--- config.mk ---
export PLATFORM = sky130hd
export DESIGN_NAME = adc_clip_monitor_flat
export DESIGN_NICKNAME = d
export VERILOG_FILES = /design/src/rtl/adc_clip_monitor_pkg.sv /design/src/rtl/adc_clip_monitor_if.sv /design/src/rtl/adc_clip_monitor_clip_lane.sv /design/src/rtl/adc_clip_monitor.sv /design/src/flat_wrapper.sv
export SDC_FILE = /design/constraint.sdc
export NUM_CORES = 1
export LEC_CHECK = 0
export CORE_MARGIN = 8
export CORE_UTILIZATION = 51
export CTS_CLUSTER_DIAMETER = 50
export CTS_CLUSTER_SIZE = 24
export DETAILED_ROUTE_END_ITERATION = 7
export PLACE_DENSITY = 0.78
export SETUP_SLACK_MARGIN = 0.3
export SLEW_MARGIN = 20
export SYNTH_ARGS = -nofsm -noshare
export SYNTH_HDL_FRONTEND = slang
export SYNTH_SLANG_ARGS = --single-unit
--- constraint.sdc ---
create_clock -name clk -period 4.2 [get_ports clk]
set_clock_uncertainty 0.15 [all_clocks]
set_input_delay 1.05 -clock clk [delete_from_list [all_inputs] [get_ports clk]]
set_output_delay 1.05 -clock clk [all_outputs]
set_load 0.01 [all_outputs]
--- src/rtl/adc_clip_monitor_pkg.sv ---
// Shared types and helpers for the ADC clip monitor.
// Holds FSM state enums, channel-index width and the full-scale detector.
package adc_clip_monitor_pkg;

  typedef enum logic [1:0] {
    IDLE,
    WAIT_SYNC,
    ACQ
  } ctrl_state_t;

  typedef enum logic {
    D_IDLE,
    D_SEND
  } dump_state_t;

  localparam int N_CH_DEF = 4;
  localparam int CH_W = (N_CH_DEF > 1) ? $clog2(N_CH_DEF) : 1;
  localparam int MAX_DIN = 32;

  // Left-justify the sample so both full-scale codes become fixed
  // patterns in the top din_width bits of a MAX_DIN-wide word.
  function automatic logic is_fullscale(
    input logic [MAX_DIN-1:0] s,
    input int                 din_width
  );
    logic [MAX_DIN-1:0] t;
    logic [MAX_DIN-1:0] neg;
    logic [MAX_DIN-1:0] pos;
    t   = s << (MAX_DIN - din_width);
    neg = {1'b1, {(MAX_DIN-1){1'b0}}};
    pos = neg - (MAX_DIN'(1) << (MAX_DIN - din_width));
    return (t == neg) || (t == pos);
  endfunction

endpackage

--- src/rtl/adc_clip_monitor_if.sv ---
// Result stream of the clip monitor: one clip count per channel.
// master drives data/ch/valid/last, slave returns ready.
interface adc_clip_monitor_if
  import adc_clip_monitor_pkg::*;
#(
  parameter int CNT_WIDTH = 16,
  parameter int CH_WIDTH  = CH_W
) ();

  logic [CNT_WIDTH-1:0] m_data;
  logic [CH_WIDTH-1:0]  m_ch;
  logic                 m_valid;
  logic                 m_ready;
  logic                 m_last;

  modport master (
    output m_data,
    output m_ch,
    output m_valid,
    output m_last,
    input  m_ready
  );

  modport slave (
    input  m_data,
    input  m_ch,
    input  m_valid,
    input  m_last,
    output m_ready
  );

endinterface

--- src/rtl/adc_clip_monitor_clip_lane.sv ---
// One channel: registered clip detector, saturating window counter,
// shadow copy at window end and sticky threshold flag.
module clip_lane
  import adc_clip_monitor_pkg::*;
#(
  parameter int DIN_WIDTH = 8,
  parameter int CNT_WIDTH = 16
) (
  input  logic                 clk,
  input  logic                 rst_n,
  input  logic [DIN_WIDTH-1:0] din,
  input  logic                 accept,
  input  logic                 run,
  input  logic                 win_end,
  input  logic                 commit,
  input  logic                 clear,
  input  logic [CNT_WIDTH-1:0] thresh,
  output logic [CNT_WIDTH-1:0] shadow,
  output logic                 flag
);

  localparam logic [CNT_WIDTH-1:0] CNT_MAX = '1;

  logic                 det_q;
  logic [CNT_WIDTH-1:0] cnt_q;
  logic [CNT_WIDTH-1:0] cnt_nxt;
  logic                 set;

  // det_q still carries the last sample of the window when win_end
  // is seen, so cnt_nxt is the complete window count.
  always_comb begin
    cnt_nxt = cnt_q;
    if (det_q && (cnt_q != CNT_MAX))
      cnt_nxt = cnt_q + 1'b1;
  end

  assign set = commit && (thresh != '0)
             && (cnt_nxt >= thresh);

  always_ff @(posedge clk or negedge rst_n) begin
    if (!rst_n) begin
      det_q  <= 1'b0;
      cnt_q  <= '0;
      shadow <= '0;
      flag   <= 1'b0;
    end else begin
      det_q <= accept
             && is_fullscale(MAX_DIN'(din), DIN_WIDTH);
      if (win_end || !run)
        cnt_q <= '0;
      else
        cnt_q <= cnt_nxt;
      if (commit)
        shadow <= cnt_nxt;
      if (set)
        flag <= 1'b1;
      else if (clear)
        flag <= 1'b0;
    end
  end

endmodule

--- src/rtl/adc_clip_monitor.sv ---
// Windowed clip monitor: control/dump FSMs, window counter, output mux.
// Ports: din/valid in, win_len/thresh/start/stop/sync/clear, m stream out.
module adc_clip_monitor
  import adc_clip_monitor_pkg::*;
#(
  parameter int N_CH      = N_CH_DEF,
  parameter int DIN_WIDTH = 8,
  parameter int WIN_WIDTH = 32,
  parameter int CNT_WIDTH = 16
) (
  input  logic                      clk,
  input  logic                      rst_n,
  input  logic [N_CH*DIN_WIDTH-1:0] din,
  input  logic                      din_valid,
  input  logic [WIN_WIDTH-1:0]      win_len,
  input  logic [CNT_WIDTH-1:0]      thresh,
  input  logic                      start,
  input  logic                      stop,
  input  logic                      sync_in,
  input  logic                      clear,
  adc_clip_monitor_if.master        m,
  output logic [N_CH-1:0]           clip_flags,
  output logic                      overrun,
  output logic                      busy
);

  localparam int CHW = (N_CH > 1) ? $clog2(N_CH) : 1;

  ctrl_state_t          cst;
  dump_state_t          dst;
  logic [WIN_WIDTH-1:0] len_q;
  logic [WIN_WIDTH-1:0] idx_q;
  logic [CNT_WIDTH-1:0] thr_q;
  logic [CHW-1:0]       ch_q;
  logic                 end_q;
  logic                 accept;
  logic                 last_smp;
  logic                 run;
  logic                 drop;
  logic                 commit;
  logic [CNT_WIDTH-1:0] shadow [N_CH];

  // The sync cycle's sample is sample 0; stop suppresses the sample.
  assign accept = din_valid && !stop
                && ((cst == ACQ)
                 || ((cst == WAIT_SYNC) && sync_in));
  assign last_smp = accept && (idx_q == len_q - 1'b1);
  assign run      = (cst == ACQ);
  // A result arriving while a dump is still streaming is discarded.
  assign drop     = end_q && (dst == D_SEND);
  assign commit   = end_q && !drop;

  always_ff @(posedge clk or negedge rst_n) begin
    if (!rst_n) begin
      cst   <= IDLE;
      len_q <= WIN_WIDTH'(1);
      thr_q <= '0;
      idx_q <= '0;
      end_q <= 1'b0;
      busy  <= 1'b0;
    end else begin
      end_q <= last_smp;
      if (accept)
        idx_q <= last_smp ? '0 : idx_q + 1'b1;
      else if (stop || (cst != ACQ))
        idx_q <= '0;
      if (stop) begin
        cst  <= IDLE;
        busy <= 1'b0;
      end else begin
        unique case (cst)
          IDLE: begin
            if (start) begin
              cst   <= WAIT_SYNC;
              busy  <= 1'b1;
              thr_q <= thresh;
              len_q <= (win_len == '0)
                     ? WIN_WIDTH'(1) : win_len;
            end
          end
          WAIT_SYNC: begin
            if (sync_in)
              cst <= ACQ;
          end
          ACQ: begin
            cst <= ACQ;
          end
          default: begin
            cst  <= IDLE;
            busy <= 1'b0;
          end
        endcase
      end
    end
  end

  always_ff @(posedge clk or negedge rst_n) begin
    if (!rst_n) begin
      dst       <= D_IDLE;
      ch_q      <= '0;
      m.m_valid <= 1'b0;
      m.m_last  <= 1'b0;
      overrun   <= 1'b0;
    end else begin
      unique case (dst)
        D_IDLE: begin
          if (commit) begin
            dst       <= D_SEND;
            ch_q      <= '0;
            m.m_valid <= 1'b1;
            m.m_last  <= (N_CH == 1);
          end
        end
        D_SEND: begin
          if (m.m_ready) begin
            if (m.m_last) begin
              dst       <= D_IDLE;
              ch_q      <= '0;
              m.m_valid <= 1'b0;
              m.m_last  <= 1'b0;
            end else begin
              ch_q     <= ch_q + 1'b1;
              m.m_last <= (ch_q == CHW'(N_CH - 2));
            end
          end
        end
        default: begin
          dst       <= D_IDLE;
          m.m_valid <= 1'b0;
          m.m_last  <= 1'b0;
        end
      endcase
      if (drop)
        overrun <= 1'b1;
      else if (clear)
        overrun <= 1'b0;
    end
  end

  // Shadow is frozen during D_SEND, so the mux output holds steady
  // under backpressure.
  assign m.m_ch   = ch_q;
  assign m.m_data = shadow[ch_q];

  for (genvar i = 0; i < N_CH; i++) begin : g_lane
    clip_lane #(
      .DIN_WIDTH (DIN_WIDTH),
      .CNT_WIDTH (CNT_WIDTH)
    ) u_lane (
      .clk     (clk),
      .rst_n   (rst_n),
      .din     (din[i*DIN_WIDTH +: DIN_WIDTH]),
      .accept  (accept),
      .run     (run),
      .win_end (end_q),
      .commit  (commit),
      .clear   (clear),
      .thresh  (thr_q),
      .shadow  (shadow[i]),
      .flag    (clip_flags[i])
    );
  end

endmodule
--- src/flat_wrapper.sv ---
// flat-port wrapper written by rule: the top's interface ports become plain ports
module adc_clip_monitor_flat import adc_clip_monitor_pkg::*;
#(
  parameter int N_CH      = N_CH_DEF,
  parameter int DIN_WIDTH = 8,
  parameter int WIN_WIDTH = 32,
  parameter int CNT_WIDTH = 16
)
  (clk, rst_n, din, din_valid, win_len, thresh, start, stop, sync_in, clear, clip_flags, overrun, busy, m_m_data, m_m_ch, m_m_valid, m_m_last, m_m_ready);
  adc_clip_monitor_if #(.CNT_WIDTH(CNT_WIDTH)) m_i ();
  input  logic clk;
  input  logic rst_n;
  input  logic [N_CH*DIN_WIDTH-1:0] din;
  input  logic din_valid;
  input  logic [WIN_WIDTH-1:0] win_len;
  input  logic [CNT_WIDTH-1:0] thresh;
  input  logic start;
  input  logic stop;
  input  logic sync_in;
  input  logic clear;
  output logic [N_CH-1:0] clip_flags;
  output logic overrun;
  output logic busy;
  output wire logic [$bits(m_i.m_data)-1:0] m_m_data;
  output wire logic [$bits(m_i.m_ch)-1:0] m_m_ch;
  output wire logic [$bits(m_i.m_valid)-1:0] m_m_valid;
  output wire logic [$bits(m_i.m_last)-1:0] m_m_last;
  input wire logic [$bits(m_i.m_ready)-1:0] m_m_ready;
  assign m_m_data = m_i.m_data;
  assign m_m_ch = m_i.m_ch;
  assign m_m_valid = m_i.m_valid;
  assign m_m_last = m_i.m_last;
  assign m_i.m_ready = m_m_ready;
  adc_clip_monitor #(.N_CH(N_CH), .DIN_WIDTH(DIN_WIDTH), .WIN_WIDTH(WIN_WIDTH), .CNT_WIDTH(CNT_WIDTH)) u_core (.clk(clk), .rst_n(rst_n), .din(din), .din_valid(din_valid), .win_len(win_len), .thresh(thresh), .start(start), .stop(stop), .sync_in(sync_in), .clear(clear), .m(m_i), .clip_flags(clip_flags), .overrun(overrun), .busy(busy));
endmodule
==> results_dict.tcl <==
set metrics [dict create \
    outcome "finished clean" \
    dp_hpwl_mm 25.7 \
    r2r-end "u_core.g_lane[1].u_lane.flag" \
    totalNegativeSetupSlack_ns 0 \
    grt_use_met1 0.311 \
    antenna_cells 0 \
    finalSetupViolations 0 \
    clk_pin_slew_ns 0.07 \
    finalPower_w 0.00646 \
    drc 0 \
    die_h_um 177 \
    leakage_nw 7.44 \
    viasPerCell 5.92 \
    arrival_ns 4.05 \
    avgSynthCellArea_um2 9.59 \
    numCtsBuffers 28 \
    insertion_delay_ns 0.55 \
    critPathKind "flip-flop to flip-flop" \
    synth_fp_nets 1545 \
    via_count 10900 \
    min_to "u_core.g_lane[0].u_lane.shadow[5]" \
    rsz0062_at_grt "false" \
    antenna_left 0 \
    syn-instance-count 1383 \
    vdd_ir_drop_max_v 0.000369 \
    timing.rr.start "u_core.g_lane[1].u_lane.cnt_q[0]" \
    worstHoldStart "u_core.g_lane[0].u_lane.shadow[5]" \
    cts_buffer_depth 3 \
    h-tree-depth 1 \
    core_mm2 0.0258 \
    ys.flop_type "dfrtp_1" \
    finalHoldViolCount 0 \
    report.final.slew_viol_count 0 \
    powerDensity_mw_per_mm2 405 \
    synth_area_mm2 0.0133 \
    cts_sinks 226 \
    port_buffers 113 \
    max_freq_ghz 0.264 \
    reg2reg_depth 14 \
    synth.area.top_cells "dfrtp_1 42%, ha_1 7.0%, nand2_1 4.1%" \
    grt_pass1_wl_mm 56.6 \
    dpl-instance-area_mm2 0.0148 \
    cap_violations 0 \
    ys_seq_area_frac 0.426 \
    fp.dieW_um 177 \
    synth_commonest_cells "225 x dfrtp_1, 144 x nand2_1, 114 x nor2_1" \
    ys_async_sr_fraction 1.00 \
    critPathMaxFanout 6 \
    cp-start-kind "flip-flop" \
    tightest_slew_ns 0.935 \
    maxSlewHeadroom 0.377 \
    grt_use_met3 0.0412 \
    cp.required_ns 4.46 \
    ys_types 72 \
    cp-end-kind "flip-flop" \
    multiInputGateArea_mm2 0.00710 \
    wl_per_cell_um 18.8 \
    regArea_mm2 0.00566 \
    final_area_mm2 0.0159 \
    min_period_ns 3.79 \
    use_met2 0.343 \
    gp_congestion 0.901 \
    slowest_delay_ns 0.43 \
    grt_usage 0.220 \
    crit_buf_inv 1 \
    drive_gt1_frac 0.126 \
    holdCritPathClass "flip-flop to flip-flop" \
    tritoncts "yes" \
    cts-root-buf "clkbuf_16" \
    critical_path.cell_chain "ha_1 > and3_1 > a31oi_4 > and3_4 > nor2b_2 > nand4_1 > xor2_1 > inv_1 > ha_1 > and4_1 > a221oi_1 > o21ai_0 > a221oi_1 > o22ai_1" \
    num-fill-cells 2064 \
    drt-total-wl_mm 34.7 \
    die_area_mm2 0.0314 \
    synth_edf_count 0 \
    drt_pass1_iterations 5 \
    synth.ff_latch_count 226 \
    grt_max_degree 101 \
    synth_top_area_frac 0.424 \
    timing.hold.ws_ns 0.328 \
    areaGrowthSynthToFinish_pct 20.1 \
    rows 59 \
    drtIter0Drc 1021 \
    yosysWarnings 0 \
    hold_buffers 0 \
    io_pins 114 \
    synth_top_area_cell "dfrtp_1" \
    holdPathStages 2 \
    path_delay_family "compound AO/OA/AOI/OAI gates" \
    first_global_vias 10800 \
    synth_most_common_cell "dfrtp_1" \
    grt-busiest-layer "met2" \
    antenna_found_initial 0 \
    ff2ff_setup_slack_ns 0.41 \
    nNetsFinal 1655 \
    fin_crit_sh 0.902 \
    grt_overflow 0 \
    start_util 0.515 \
    critPathSlowestCell "dfrtp_1" \
]
==> cells in the final DEF (no fill, tap or decap), drive strengths merged, types with 5 or more instances in the layout <==
cell type / netlist / routed
nand4b: 9 / 9
a211o: 5 / 5
a21o: 30 / 30
nor4: 35 / 35
xor2: 60 / 60
a31oi: 20 / 20
nand3: 53 / 53
mux2: 48 / 48
a21oi: 20 / 20
or3: 12 / 12
mux4: 16 / 16
buf: 16 / 32
o211ai: 5 / 5
inv: 112 / 121
nor3: 26 / 26
nand2: 144 / 144
and4: 13 / 13
nor4b: 6 / 6
dfrtp: 225 / 225
ha: 74 / 74
and3: 19 / 19
nand4: 35 / 35
a221oi: 8 / 8
nand2b: 16 / 16
mux2i: 22 / 22
nor2: 114 / 114
clkdlybuf4s50: 0 / 112
xnor2: 37 / 37
clkinv: 0 / 7
o21ai: 93 / 93
clkbuf: 48 / 32
nor2b: 5 / 5
==> power breakdown <==
| group | switching, W | leakage [nW] | internal (W) |
|---|---|---|---|
| Combinational | 0.000724 | 3.93 | 0.000658 |
| Sequential | 0.000307 | 3.04 | 0.00236 |
| Clock | 0.00103 | 0.463 | 0.00138 |
| Total | 0.00206 | 7.44 | 0.00440 |
==> through the flow <==
stage                     utilization  setup WS [ns]  std cells
after floorplan                     -          0.581       1383
after global placement          0.573          0.430       1790
after detailed placement        0.573          0.307       1790
after CTS                       0.610          0.332       1841
after global routing            0.619          0.268       1849
final                           0.619          0.413       1849
==> kinds of logic (layout without fill, tap and decap cells) <==
kind of cell,Yosys count,in the layout,share of synthesized area
compound gates,215,215,0.103
xor+xnor,97,97,0.0640
flops,226,226,0.426
fa+ha+maj,74,74,0.0698
mux,86,86,0.0845
simple gates,509,509,0.199
buf+inv,176,307,0.0530
==> cell type report <==
cell class / count / area share
Multi-Input combinational cell: 981 / 0.446
Sequential cell: 226 / 0.355
Timing Repair Buffer: 144 / 0.0875
Clock buffer: 32 / 0.0468
Inverter: 112 / 0.0264
Tap cell: 335 / 0.0263
Clock inverter: 19 / 0.0125
==> sequential cells by signal (all words and copies together) (netlist names), 2 cells and up <==
name / cells
u_core.g_lane.u_lane.det_q: 4
u_core.m.m_ch: 2
u_core.g_lane.u_lane.cnt_q: 64
u_core.idx_q: 32
u_core.cst: 2
u_core.g_lane.u_lane.shadow: 64
u_core.len_q: 32
u_core.g_lane.u_lane.flag: 4
u_core.thr_q: 16
==> how the worst max path moves through the flow <==
stage | start | end | cells after the start
after floorplan | u_core.g_lane[0].u_lane.cnt_q[9] | u_core.g_lane[0].u_lane.flag | 15
after global placement | u_core.g_lane[3].u_lane.cnt_q[6] | u_core.g_lane[3].u_lane.flag | 15
after detailed placement | u_core.g_lane[1].u_lane.cnt_q[8] | u_core.g_lane[1].u_lane.flag | 15
after CTS | u_core.g_lane[3].u_lane.cnt_q[6] | u_core.g_lane[3].u_lane.flag | 15
after global routing | u_core.g_lane[1].u_lane.cnt_q[0] | u_core.g_lane[1].u_lane.flag | 14
final | u_core.g_lane[1].u_lane.cnt_q[0] | u_core.g_lane[1].u_lane.flag | 14
==> worst reg2reg max path, stage by stage, from the launching register on <==
cell and delay (ns):
dfrtp_1 0.43, ha_1 0.23, and3_1 0.24, a31oi_4 0.29, and3_4 0.27, nor2b_2 0.18, nand4_1 0.12, xor2_1 0.29
inv_1 0.10, ha_1 0.31, and4_1 0.20, a221oi_1 0.25, o21ai_0 0.16, a221oi_1 0.31, o22ai_1 0.13
==> routing by layer <==
layer	part of all wire	routed length [um]
met1	0.45	15600
met2	0.45	15700
met4	0.022	778
met5	0	0
met3	0.077	2670
==> timing repair <==
item,4_1_cts,5_1_grt
gates resized for setup,1,29
endpoints found under the setup margin,1,25
pin swaps,0,9
setup buffers,0,8
(Power assumes the default switching activity.)
